<file path="src/rtl/pb_varint_pkg.sv">
// pb_varint_pkg: shared constants, scanner state and keep-mask helper for the varint path.
package pb_varint_pkg;
  localparam int VARINT_MAX_BYTES = 10;
  typedef enum logic {SCAN = 1'b0, DRAIN = 1'b1} scan_state_e;
  function automatic logic [63:0] therm(input int n);
    return (n >= 64) ? '1 : ((64'd1 << n) - 64'd1);
  endfunction
endpackage

</file>
<file path="src/rtl/varint_len_scan.sv">
// varint_len_scan: per-beat terminator mask and running varint length, purely combinational.
module varint_len_scan
  import pb_varint_pkg::*;
#(
  parameter int BYTES   = 8,
  parameter int MAX_LEN = VARINT_MAX_BYTES,
  parameter int CW      = $clog2(BYTES + 1),
  parameter int LW      = $clog2(MAX_LEN + 1)
) (
  input  logic [8*BYTES-1:0] data,
  input  logic [CW-1:0]      count,
  input  logic [LW-1:0]      start_len,
  output logic [BYTES-1:0]   end_mask,
  output logic [LW-1:0]      final_len,
  output logic               overlong,
  output logic [CW-1:0]      bad_idx
);
  logic [LW:0] len;
  logic [BYTES-1:0] keep;
  assign keep = BYTES'(therm(int'(count)));
  always_comb begin
    end_mask = '0;
    for (int i = 0; i < BYTES; i++) end_mask[i] = ~data[8*i+7] & keep[i];
  end
  // One extra length bit so the overflowing byte is still detectable after the increment.
  always_comb begin
    len = {1'b0, start_len};
    overlong = 1'b0;
    bad_idx = '0;
    for (int i = 0; i < BYTES; i++)
      if (keep[i] && !overlong) begin
        len = len + (LW+1)'(1);
        if (len > (LW+1)'(MAX_LEN)) begin
          overlong = 1'b1;
          bad_idx = CW'(i);
        end else if (!data[8*i+7]) len = '0;
      end
    final_len = len[LW-1:0];
  end
endmodule

</file>
<file path="src/rtl/varint_boundary_scanner.sv">
// varint_boundary_scanner: registered per-beat varint terminator mask with span tracking and overlong/truncated flags.
module varint_boundary_scanner
  import pb_varint_pkg::*;
#(
  parameter int BYTES   = 8,
  parameter int MAX_LEN = VARINT_MAX_BYTES,
  parameter int CW      = $clog2(BYTES + 1),
  parameter int LW      = $clog2(MAX_LEN + 1)
) (
  input  logic               clk,
  input  logic               rst,
  input  logic               in_valid,
  output logic               in_ready,
  input  logic [8*BYTES-1:0] in_data,
  input  logic [CW-1:0]      in_count,
  input  logic               in_last,
  output logic               out_valid,
  input  logic               out_ready,
  output logic [BYTES-1:0]   out_end_mask,
  output logic [BYTES-1:0]   out_keep,
  output logic [LW-1:0]      out_open_len,
  output logic               out_last,
  output logic               err_overlong,
  output logic               err_truncated
);
  scan_state_e state_q;
  logic [LW-1:0] open_len_q, fin;
  logic [BYTES-1:0] keep, raw_mask, lim;
  logic [CW-1:0] bad;
  logic ov, acc;
  varint_len_scan #(.BYTES(BYTES), .MAX_LEN(MAX_LEN), .CW(CW), .LW(LW)) u_scan (
    .data(in_data),
    .count(in_count),
    .start_len(open_len_q),
    .end_mask(raw_mask),
    .final_len(fin),
    .overlong(ov),
    .bad_idx(bad)
  );
  assign keep = BYTES'(therm(int'(in_count)));
  assign lim = ov ? BYTES'(therm(int'(bad))) : '1;
  assign in_ready = (state_q == DRAIN) | ~out_valid | out_ready;
  assign acc = in_valid & in_ready;
  // Drain beats never touch the output register, so a held beat survives them.
  always_ff @(posedge clk or posedge rst)
    if (rst) begin
      state_q <= SCAN;
      open_len_q <= '0;
      out_valid <= 1'b0;
      out_end_mask <= '0;
      out_keep <= '0;
      out_open_len <= '0;
      out_last <= 1'b0;
      err_overlong <= 1'b0;
      err_truncated <= 1'b0;
    end else begin
      if (out_ready) out_valid <= 1'b0;
      if (acc && state_q == DRAIN) state_q <= in_last ? SCAN : DRAIN;
      else if (acc) begin
        out_valid <= 1'b1;
        out_end_mask <= raw_mask & lim;
        out_keep <= keep;
        out_open_len <= ov ? '0 : fin;
        out_last <= in_last | ov;
        err_overlong <= ov;
        err_truncated <= ~ov & in_last & (fin != '0);
        state_q <= (ov && !in_last) ? DRAIN : SCAN;
        open_len_q <= (ov || in_last) ? '0 : fin;
      end
    end
endmodule

</file>
<file path="config.mk">
export PLATFORM = sky130hd
export DESIGN_NAME = varint_boundary_scanner
export DESIGN_NICKNAME = d
export VERILOG_FILES = /design/src/rtl/pb_varint_pkg.sv /design/src/rtl/varint_len_scan.sv /design/src/rtl/varint_boundary_scanner.sv
export SDC_FILE = /design/constraint.sdc
export NUM_CORES = 1
export LEC_CHECK = 0
export ABC_AREA = 1
export ABC_CLOCK_PERIOD_IN_PS = 16400
export BUFFER_PORTS_ARGS = -buffer_cell sky130_fd_sc_hd__buf_2
export CORE_ASPECT_RATIO = 0.8
export CORE_UTILIZATION = 45
export DETAILED_ROUTE_END_ITERATION = 10
export PLACE_DENSITY = 0.8
export SYNTH_ARGS = -nofsm -noshare
export SYNTH_HDL_FRONTEND = slang
export SYNTH_HIERARCHICAL = 1
export SYNTH_SLANG_ARGS = --single-unit
</file>
<file path="constraint.sdc">
create_clock -name clk -period 16.4 [get_ports clk]
set_clock_uncertainty 0.2 [all_clocks]
set_input_delay 0.82 -clock clk [delete_from_list [all_inputs] [get_ports clk]]
set_output_delay 0.82 -clock clk [all_outputs]
set_load 0.03 [all_outputs]
</file>
==> results of run 1 <==
[power groups by stage]
| stage | Combinational [uW] | Sequential, uW | Clock (uW) |
|---|---|---|---|
| global route | 141 | 89.8 | 63.0 |
| CTS | 128 | 88.4 | 59.6 |
| finish | 127 | 88.5 | 59.2 |
| floorplan | 81.0 | 108 | 0 |
| detailed placement | 127 | 89.5 | 0 |
| global placement | 124 | 89.3 | 0 |
[kinds of logic (layout without fill, tap and decap cells)]
family / count (synthesis) / in the layout / share of synthesized area
xor gates and xnor gates: 3 / 3 / 0.00763
adders and majority gates: 17 / 17 / 0.0618
and+or+nand+nor: 340 / 340 / 0.517
DFF: 29 / 29 / 0.211
AOI/OAI and AO/OA: 48 / 48 / 0.0894
other: 1 / 1 / 0.00109
buffers and inverters: 92 / 134 / 0.112
[worst min-delay path, cell delays in order, from the launching register on]
cell	delay, ns
dfrtp_1	0.33
nand2_1	0.05
nand2_1	0.05
[cells in the mapped netlist, types with 5 or more instances]
library cell | n | share of area
nand2_1 | 157 | 0.17
inv_1 | 66 | 0.072
nor2_1 | 48 | 0.052
nand2_2 | 35 | 0.064
nand3_1 | 34 | 0.049
dfrtp_1 | 29 | 0.21
ha_1 | 17 | 0.062
inv_2 | 15 | 0.016
a21oi_1 | 11 | 0.016
nand3_2 | 11 | 0.032
nor2_2 | 11 | 0.020
o21ai_1 | 10 | 0.015
o21ai_2 | 10 | 0.025
nand4_1 | 9 | 0.016
o21ai_0 | 9 | 0.013
nand2_4 | 8 | 0.026
or2_2 | 7 | 0.013
nand3_4 | 5 | 0.025
[worst max-delay path by stage]
stage	to	slack [ns]	start
6_report	out_end_mask[6]	6.77	open_len_q[1]
5_1_grt	out_end_mask[6]	5.98	open_len_q[1]
4_1_cts	out_end_mask[6]	6.77	open_len_q[1]
3_5_place_dp	out_end_mask[6]	6.53	in_count[1]
3_3_place_gp	out_end_mask[5]	6.75	in_count[1]
2_1_floorplan	out_end_mask[2]	7.52	in_count[1]
[state kept, by name (all words and copies together) (netlist names)]
register	cells
out_end_mask	8
out_keep	8
open_len_q	4
out_open_len	4
err_overlong	1
err_truncated	1
out_last	1
out_valid	1
state_q	1
[per-stage QoR]
stage / hold slack, ns / area, um^2
2_1_floorplan: 0.278 / 3440
3_3_place_gp: 0.258 / 3730
3_5_place_dp: 0.261 / 3730
4_1_cts: 0.279 / 3810
5_1_grt: 0.285 / 3810
6_report: 0.271 / 3810
[per-layer routing]
| metal | GRT usage | vias up |
|---|---|---|
| met3 | 0.0305 | 9 |
| met1 | 0.254 | 1467 |
| met5 | 0 | - |
| met4 | 0.0441 | 0 |
| li1 | - | 1746 |
| met2 | 0.312 | 57 |
[area by class of cell]
type,count,area share
Inverter,86,0.0873
Multi-Input combinational cell,409,0.611
Sequential cell,29,0.190
Tap cell,105,0.0345
Clock buffer,7,0.0226
Timing Repair Buffer,41,0.0538
==> impl_metrics.csv, run 1 <==
group,metric,value,unit
run_status,status,"finished clean",
sta,setup_viol,0,
global_route,grt.overflow.total,0,
global_route,grt_max_degree,35,
routing,wl_met1,3610,um
worst_setup_path,path_depth,68,
pwr,p_total,274,uW
routing,dr.pass1.iters,4,
routing,routed-via-count,3279,
placement,dp.cells,670,
pwr,swShare,0.431,
yosys,synth_area,3440,um^2
routing,routedWlPerCell,10.8,um
yosys,ys.warnings.count,6,
worst_setup_path,cp_slowest_cell,"dfrtp_1",
placement,dp_hpwl,5880,um
final_layout,fin_util,0.516,
clock_tree,cts_setup_buffers,0,
clock_tree,cts.clk_slew.worst_paths,0.06,ns
final_layout,diodes,0,
sta,min_period,9.63,ns
die,fp.dieH,80.2,um
pwr,vdd_drop_max,0.0448,mV
min_path,holdPathStages,2,
worst_setup_path,r2r_slack,6.77,ns
pwr,switchingPower,118,uW
final_layout,multi_input_area,2330,um^2
sta,layout_setup_ws,6.77,ns
placement,dp_worst_setup_slack,6.53,ns
die,ios,98,
final_layout,mostFrequentLayoutCells,"157 x nand2_1, 66 x inv_1, 48 x nor2_1",
pwr,internal-power,156,uW
worst_setup_path,r2r-end,"out_end_mask[6]",
die,coreArea,7390,um^2
yosys,seq_area_frac_synth,0.211,
pwr,clkPwrFrac,0.216,
yosys,syn-instance-count,530,
worst_setup_path,cpMostUsedCell,"nand2_1",
global_route,grt_pass1_wl,12400,um
final_layout,syn2layout_area_growth,10.8,%
routing,drtIter0Drc,172,
placement,port_buffers,41,
yosys,ys_seq_elements,29,
routing,drtAntennaViolNets,0,
worst_setup_path,rr_worst_depth,68,
clock_tree,ctsResizeCount,0,
clock_tree,cts_tree,"yes",
sta,final.period_utilization,0.587,
global_route,antenna_found_initial,0,
placement,gp_congestion,0.851,
worst_setup_path,setup.worst_path.start_class,"register",
routing,routed_wl,7290,um
clock_tree,htreeDepth,2,
worst_setup_path,cp.required,16.37,ns
sta,rsz0062_at_grt,"no",
final_layout,drive_above_1_share,0.285,
yosys,synth_nets,620,
worst_setup_path,criticalPathCategory,"reg -> reg",
clock_tree,clock_sinks,29,
global_route,grt_pass1_vias,2896,
sta,slew_violations,0,
pwr,power.leakage,0.00206,uW
worst_setup_path,r2r-start,"open_len_q[1]",
die,die_w,99.8,um
min_path,hold_end,"out_keep[3]",
pwr,power_density,72.0,nW/um^2
min_path,min_path_type,"reg -> reg",
routing,drc,0,
clock_tree,root_buffer,"clkbuf_8",
flow_run,drv_cap,0,
sta,hold_viol,0,
routing,routed.top_layer,"met4",
worst_setup_path,crit_family,"simple AND/OR/NAND/NOR gates",
sta,tns,0,ns
routing,vias_per_cell,4.84,
yosys,synth-main-ff-cell,"dfrtp_1",
final_layout,final_nets,662,
yosys,synth.avg_cell_area,6.49,um^2
worst_setup_path,arrival,9.59,ns
clock_tree,cts_buffer_depth,2,
die,start_util,0.466,
pwr,comb_power_share,0.462,
die,rows,28,
final_layout,layout_commonest_cell,"nand2_1",
worst_setup_path,cp_max_fo,6,
final_layout,stdcell_count,677,
clock_tree,cts_hold_buf,0,
yosys,synthArstFlopShare,1.00,
sta,max_freq,104,MHz
worst_setup_path,path_buf_inv,8,
clock_tree,clk_latency,0.28,ns
final_layout,regArea,726,um^2
sta,relSlewSlack,0.281,
yosys,yosysUniqueCellTypes,40,
worst_setup_path,critPathMaxStageDelay,0.42,ns
worst_setup_path,endpoint_kind,"register",
sta,tightest_slew,1.08,ns
final_layout,fillerInstances,709,
min_path,hold_start,"out_keep[3]",
routing,wl_met3,252,um
yosys,synth-edff-count,0,
routing,wl_met2,3340,um
pwr,pwr-share-seq,0.322,
clock_tree,cts_buffers,5,
die,die_area,8000,um^2
global_route,grt_util_all_layers,0.188,
(Power assumes the default switching activity.)
==> inputs of run 2 (changes only) <==
Settings changed: ABC_CLOCK_PERIOD_IN_PS 16400 to 10000.
Clock period 16.4 ns to 10 ns, I/O delays scaled along.
==> impl_metrics.csv, run 2 (synthesis results as in run 1) <==
group,metric,value,unit
run_status,status,"finished clean",
final_layout,fin_util,0.532,
die,coreArea,7390,um^2
placement,gp_congestion,0.839,
worst_setup_path,cp.required,9.97,ns
flow_run,drv_cap,0,
global_route,grt_pass1_wl,12800,um
sta,final.period_utilization,0.948,
min_path,min_path_type,"in -> reg",
worst_setup_path,endpoint_kind,"register",
clock_tree,clock_sinks,29,
routing,drtAntennaViolNets,0,
final_layout,stdcell_area,3940,um^2
sta,relSlewSlack,0.283,
final_layout,syn2layout_area_growth,14.3,%
clock_tree,clk_latency,0.28,ns
routing,dr.pass1.iters,5,
routing,routed_wl,7820,um
final_layout,largestRegisters,"out_end_mask x8, out_keep x8",
die,die_w,99.8,um
worst_setup_path,setup.worst_path.start_class,"register",
die,fp.dieH,80.2,um
clock_tree,htreeDepth,2,
pwr,power.leakage,0.00210,uW
final_layout,layout_commonest_cell,"nand2_1",
sta,layout_setup_ws,0.518,ns
clock_tree,root_buffer,"clkbuf_8",
pwr,p_total,464,uW
clock_tree,cts_buffer_depth,2,
die,start_util,0.466,
placement,dp_worst_setup_slack,0.380,ns
routing,routedWlPerCell,11.5,um
sta,slew_violations,0,
routing,vias_per_cell,4.94,
final_layout,drive_above_1_share,0.311,
pwr,vdd_drop_max,0.0717,mV
routing,routed-via-count,3377,
clock_tree,cts.clk_slew.worst_paths,0.06,ns
placement,dp_hpwl,5930,um
final_layout,final_nets,668,
worst_setup_path,criticalPathCategory,"reg -> reg",
global_route,grt_max_degree,35,
sta,hold_viol,0,
final_layout,mostFrequentLayoutCells,"153 x nand2_1, 65 x inv_1, 48 x nor2_1",
worst_setup_path,cpMostUsedCell,"nand2_1",
clock_tree,cts_tree,"yes",
sta,setup_viol,0,
final_layout,diodes,0,
placement,port_buffers,41,
sta,tns,0,ns
die,ios,98,
worst_setup_path,cp_max_fo,6,
die,rows,28,
clock_tree,cts_hold_buf,0,
sta,tightest_slew,1.07,ns
worst_setup_path,arrival,9.45,ns
worst_setup_path,cp_slowest_cell,"dfrtp_2",
worst_setup_path,critPathMaxStageDelay,0.43,ns
clock_tree,cts_buffers,5,
die,die_area,8000,um^2
global_route,grt_pass1_vias,2922,
routing,drtIter0Drc,175,
global_route,grt.overflow.total,0,
placement,dpl-instance-area,3730,um^2
global_route,grt_util_all_layers,0.193,
pwr,power_density,118,nW/um^2
global_route,antenna_found_initial,0,
routing,drc,0,
sta,min_period,9.48,ns
sta,max_freq,105,MHz
## run 2: cell type report
cell class,count,area (um^2)
fill,697,3460
multi-input combinational,409,2410
sequential,29,728
inverter,86,333
timing repair buffer,47,250
tap,105,131
clock buffer,7,86.3
## run 2: what timing repair did
item	in CTS	in global routing
endpoints found under the setup margin	0	8
hold endpoints to repair	0	0
resized for setup	0	19
buffers inserted	0	5
## run 2: final timing paths
path,startpoint,to,slack [ns],cells after the start
worst max-delay path,open_len_q[1],out_end_mask[6],0.52,68
worst min-delay path,in_last,open_len_q[3],0.22,2
worst max register to register,open_len_q[1],out_end_mask[6],0.52,68
worst min register to register,out_keep[3],out_keep[3],0.27,2
max in group asynchronous,rst,open_len_q[1],8.60,2
min in group asynchronous,rst,out_keep[3],0.28,2
## run 2: where the power goes
part           leakage (uW)  switching (uW)  internal [uW]  total, uW
clock network     0.0000443            44.6           54.5       99.1
registers          0.000360            10.3            135        145
logic               0.00170             147           72.5        220
## run 2: per-layer routing
metal	vias to the layer above	track usage	wire, um
met5	-	0	0
met2	84	0.316	3650
li1	1756	-	-
met1	1532	0.271	3790
met4	0	0.0368	36
met3	5	0.0296	346
## run 2: critical path: cells and delay by family, from the launching register on
family | cells | cell delay (ns)
simple gates | 51 | 5.89
buf+inv | 8 | 0.49
fa+ha+maj | 8 | 2.23
flops | 1 | 0.43
compound gates | 1 | 0.09
## run 2: per-stage QoR
stage          hold slack (ns)  cells
3_5_place_dp             0.261    671
2_1_floorplan            0.278    530
3_3_place_gp             0.258    671
4_1_cts                  0.217    678
5_1_grt                  0.224    683
6_report                 0.221    683
==> inputs of run 3 (changes only) <==
Settings changed: CTS_BUF_LIST set to sky130_fd_sc_hd__clkbuf_8.
==> impl_metrics.csv, run 3 (synthesis results as in run 1) <==
group,metric,value,unit
routing,dr.pass1.iters,5,
sta,min_period,9.48,ns
worst_setup_path,endpoint_kind,"register",
pwr,comb_power_share,0.475,
worst_setup_path,cp_slowest_cell,"dfrtp_2",
pwr,internal-power,261,uW
worst_setup_path,arrival,9.45,ns
sta,slew_violations,0,
pwr,swShare,0.436,
global_route,grt_pass1_vias,2922,
worst_setup_path,r2r_slack,0.52,ns
routing,vias_per_cell,4.98,
final_layout,largestRegisters,"out_end_mask x8, out_keep x8",
global_route,grt_max_degree,35,
sta,layout_setup_ws,0.519,ns
run_status,status,"finished clean",
clock_tree,cts.clk_slew.worst_paths,0.06,ns
worst_setup_path,setup.worst_path.start_class,"register",
min_path,min_path_type,"in -> reg",
placement,dp_hpwl,5930,um
pwr,pwr-share-seq,0.314,
final_layout,final_nets,668,
clock_tree,clk_latency,0.28,ns
routing,routed-via-count,3399,
routing,drtIter0Drc,175,
sta,setup_viol,0,
worst_setup_path,critPathMaxStageDelay,0.43,ns
die,die_area,8000,um^2
clock_tree,cts_buffers,5,
clock_tree,htreeDepth,2,
pwr,power_density,117,nW/um^2
worst_setup_path,criticalPathCategory,"reg -> reg",
clock_tree,cts_tree,"yes",
sta,final.period_utilization,0.948,
final_layout,syn2layout_area_growth,14.3,%
pwr,switchingPower,202,uW
flow_run,drv_cap,0,
placement,dp.cells,671,
sta,tns,0,ns
die,ios,98,
routing,drc,0,
die,fp.dieH,80.2,um
worst_setup_path,cpMostUsedCell,"nand2_1",
pwr,vdd_drop_max,0.0717,mV
final_layout,stdcell_count,683,
final_layout,fillerInstances,697,
placement,port_buffers,41,
placement,dp_worst_setup_slack,0.380,ns
global_route,grt_util_all_layers,0.193,
worst_setup_path,r2r-start,"open_len_q[1]",
pwr,clkPwrFrac,0.212,
routing,routed_wl,7820,um
final_layout,drive_above_1_share,0.311,
sta,hold_viol,0,
routing,routedWlPerCell,11.4,um
sta,relSlewSlack,0.284,
clock_tree,root_buffer,"clkbuf_8",
pwr,power.leakage,0.00211,uW
placement,gp_congestion,0.839,
global_route,antenna_found_initial,0,
final_layout,layout_commonest_cell,"nand2_1",
final_layout,mostFrequentLayoutCells,"153 x nand2_1, 66 x inv_1, 48 x nor2_1",
clock_tree,cts_buffer_depth,2,
sta,max_freq,105,MHz
final_layout,diodes,0,
worst_setup_path,r2r-end,"out_end_mask[6]",
worst_setup_path,cp.required,9.97,ns
min_path,holdPathStages,2,
clock_tree,clock_sinks,29,
min_path,hold_end,"open_len_q[3]",
global_route,grt.overflow.total,0,
die,start_util,0.466,
die,coreArea,7390,um^2
min_path,hold_start,"in_last",
die,rows,28,
worst_setup_path,rr_worst_depth,68,
sta,tightest_slew,1.07,ns
global_route,grt_pass1_wl,12800,um
worst_setup_path,cp_max_fo,6,
routing,drtAntennaViolNets,0,
die,die_w,99.8,um
worst_setup_path,crit_path_start,"open_len_q[1]",
[run 3: cell types whose count changed in the layout (fill, tap and decap cells not counted), sizes merged]
cell    previous run  this run
inv               83        84
clkbuf             7         6
[run 3: power by group through the flow]
stage / Sequential, uW / Combinational (uW) / Clock [uW]
2_1_floorplan: 177 / 133 / 0
6_report: 145 / 219 / 97.9
4_1_cts: 145 / 210 / 97.9
3_3_place_gp: 146 / 203 / 0
3_5_place_dp: 147 / 208 / 0
5_1_grt: 146 / 243 / 103
[run 3: area by class of cell]
| cell class | count | area, um^2 | area share |
|---|---|---|---|
| tap | 105 | 131 | 0.0334 |
| timing repair buffer | 47 | 250 | 0.0636 |
| sequential | 29 | 728 | 0.185 |
| clock buffer | 6 | 82.6 | 0.0210 |
| multi-input combinational | 409 | 2410 | 0.611 |
| clock inverter | 1 | 3.75 | 0.000954 |
| inverter | 86 | 333 | 0.0846 |
[run 3: how the worst max path moves through the flow]
stage               slack, ns         endpoint  cells after the start
floorplan                1.21  out_end_mask[2]                     67
global placement         0.64  out_end_mask[2]                     67
detailed placement       0.38  out_end_mask[6]                     68
CTS                      0.35  out_end_mask[6]                     68
global route            -0.09  out_end_mask[2]                     68
finish                   0.52  out_end_mask[6]                     68
[run 3: per-stage QoR]
step           area, um^2  utilization  hold WS (ns)  total power [uW]
6_report             3940        0.532         0.221               462
5_1_grt              3940        0.532         0.224               492
4_1_cts              3820        0.517         0.217               453
3_5_place_dp         3730        0.505         0.261               355
3_3_place_gp         3730        0.505         0.258               350
2_1_floorplan        3440            -         0.278               310
[run 3: layer usage]
metal  part of all wire  up-vias  GRT usage
li1                   -     1759          -
met4             0.0077        0     0.0368
met3              0.046        9     0.0296
met2               0.46       87      0.316
met1               0.48     1544      0.271
met5                  0        -          0
[run 3: repair_timing]
item,in CTS,in global routing
endpoints found under the setup margin,0,8
gates resized for setup,0,19
endpoints found under the hold margin,0,0
buffers inserted,0,5
hold buffers,0,0
[run 3: critical path: cells and delay by family, from the launching register on]
family / cells / cell delay (ns)
flip-flops: 1 / 0.43
buffers and inverters: 8 / 0.49
adder cells (fa/ha/maj): 8 / 2.23
AND/OR/NAND/NOR: 51 / 5.88
AO/OA/AOI/OAI: 1 / 0.09
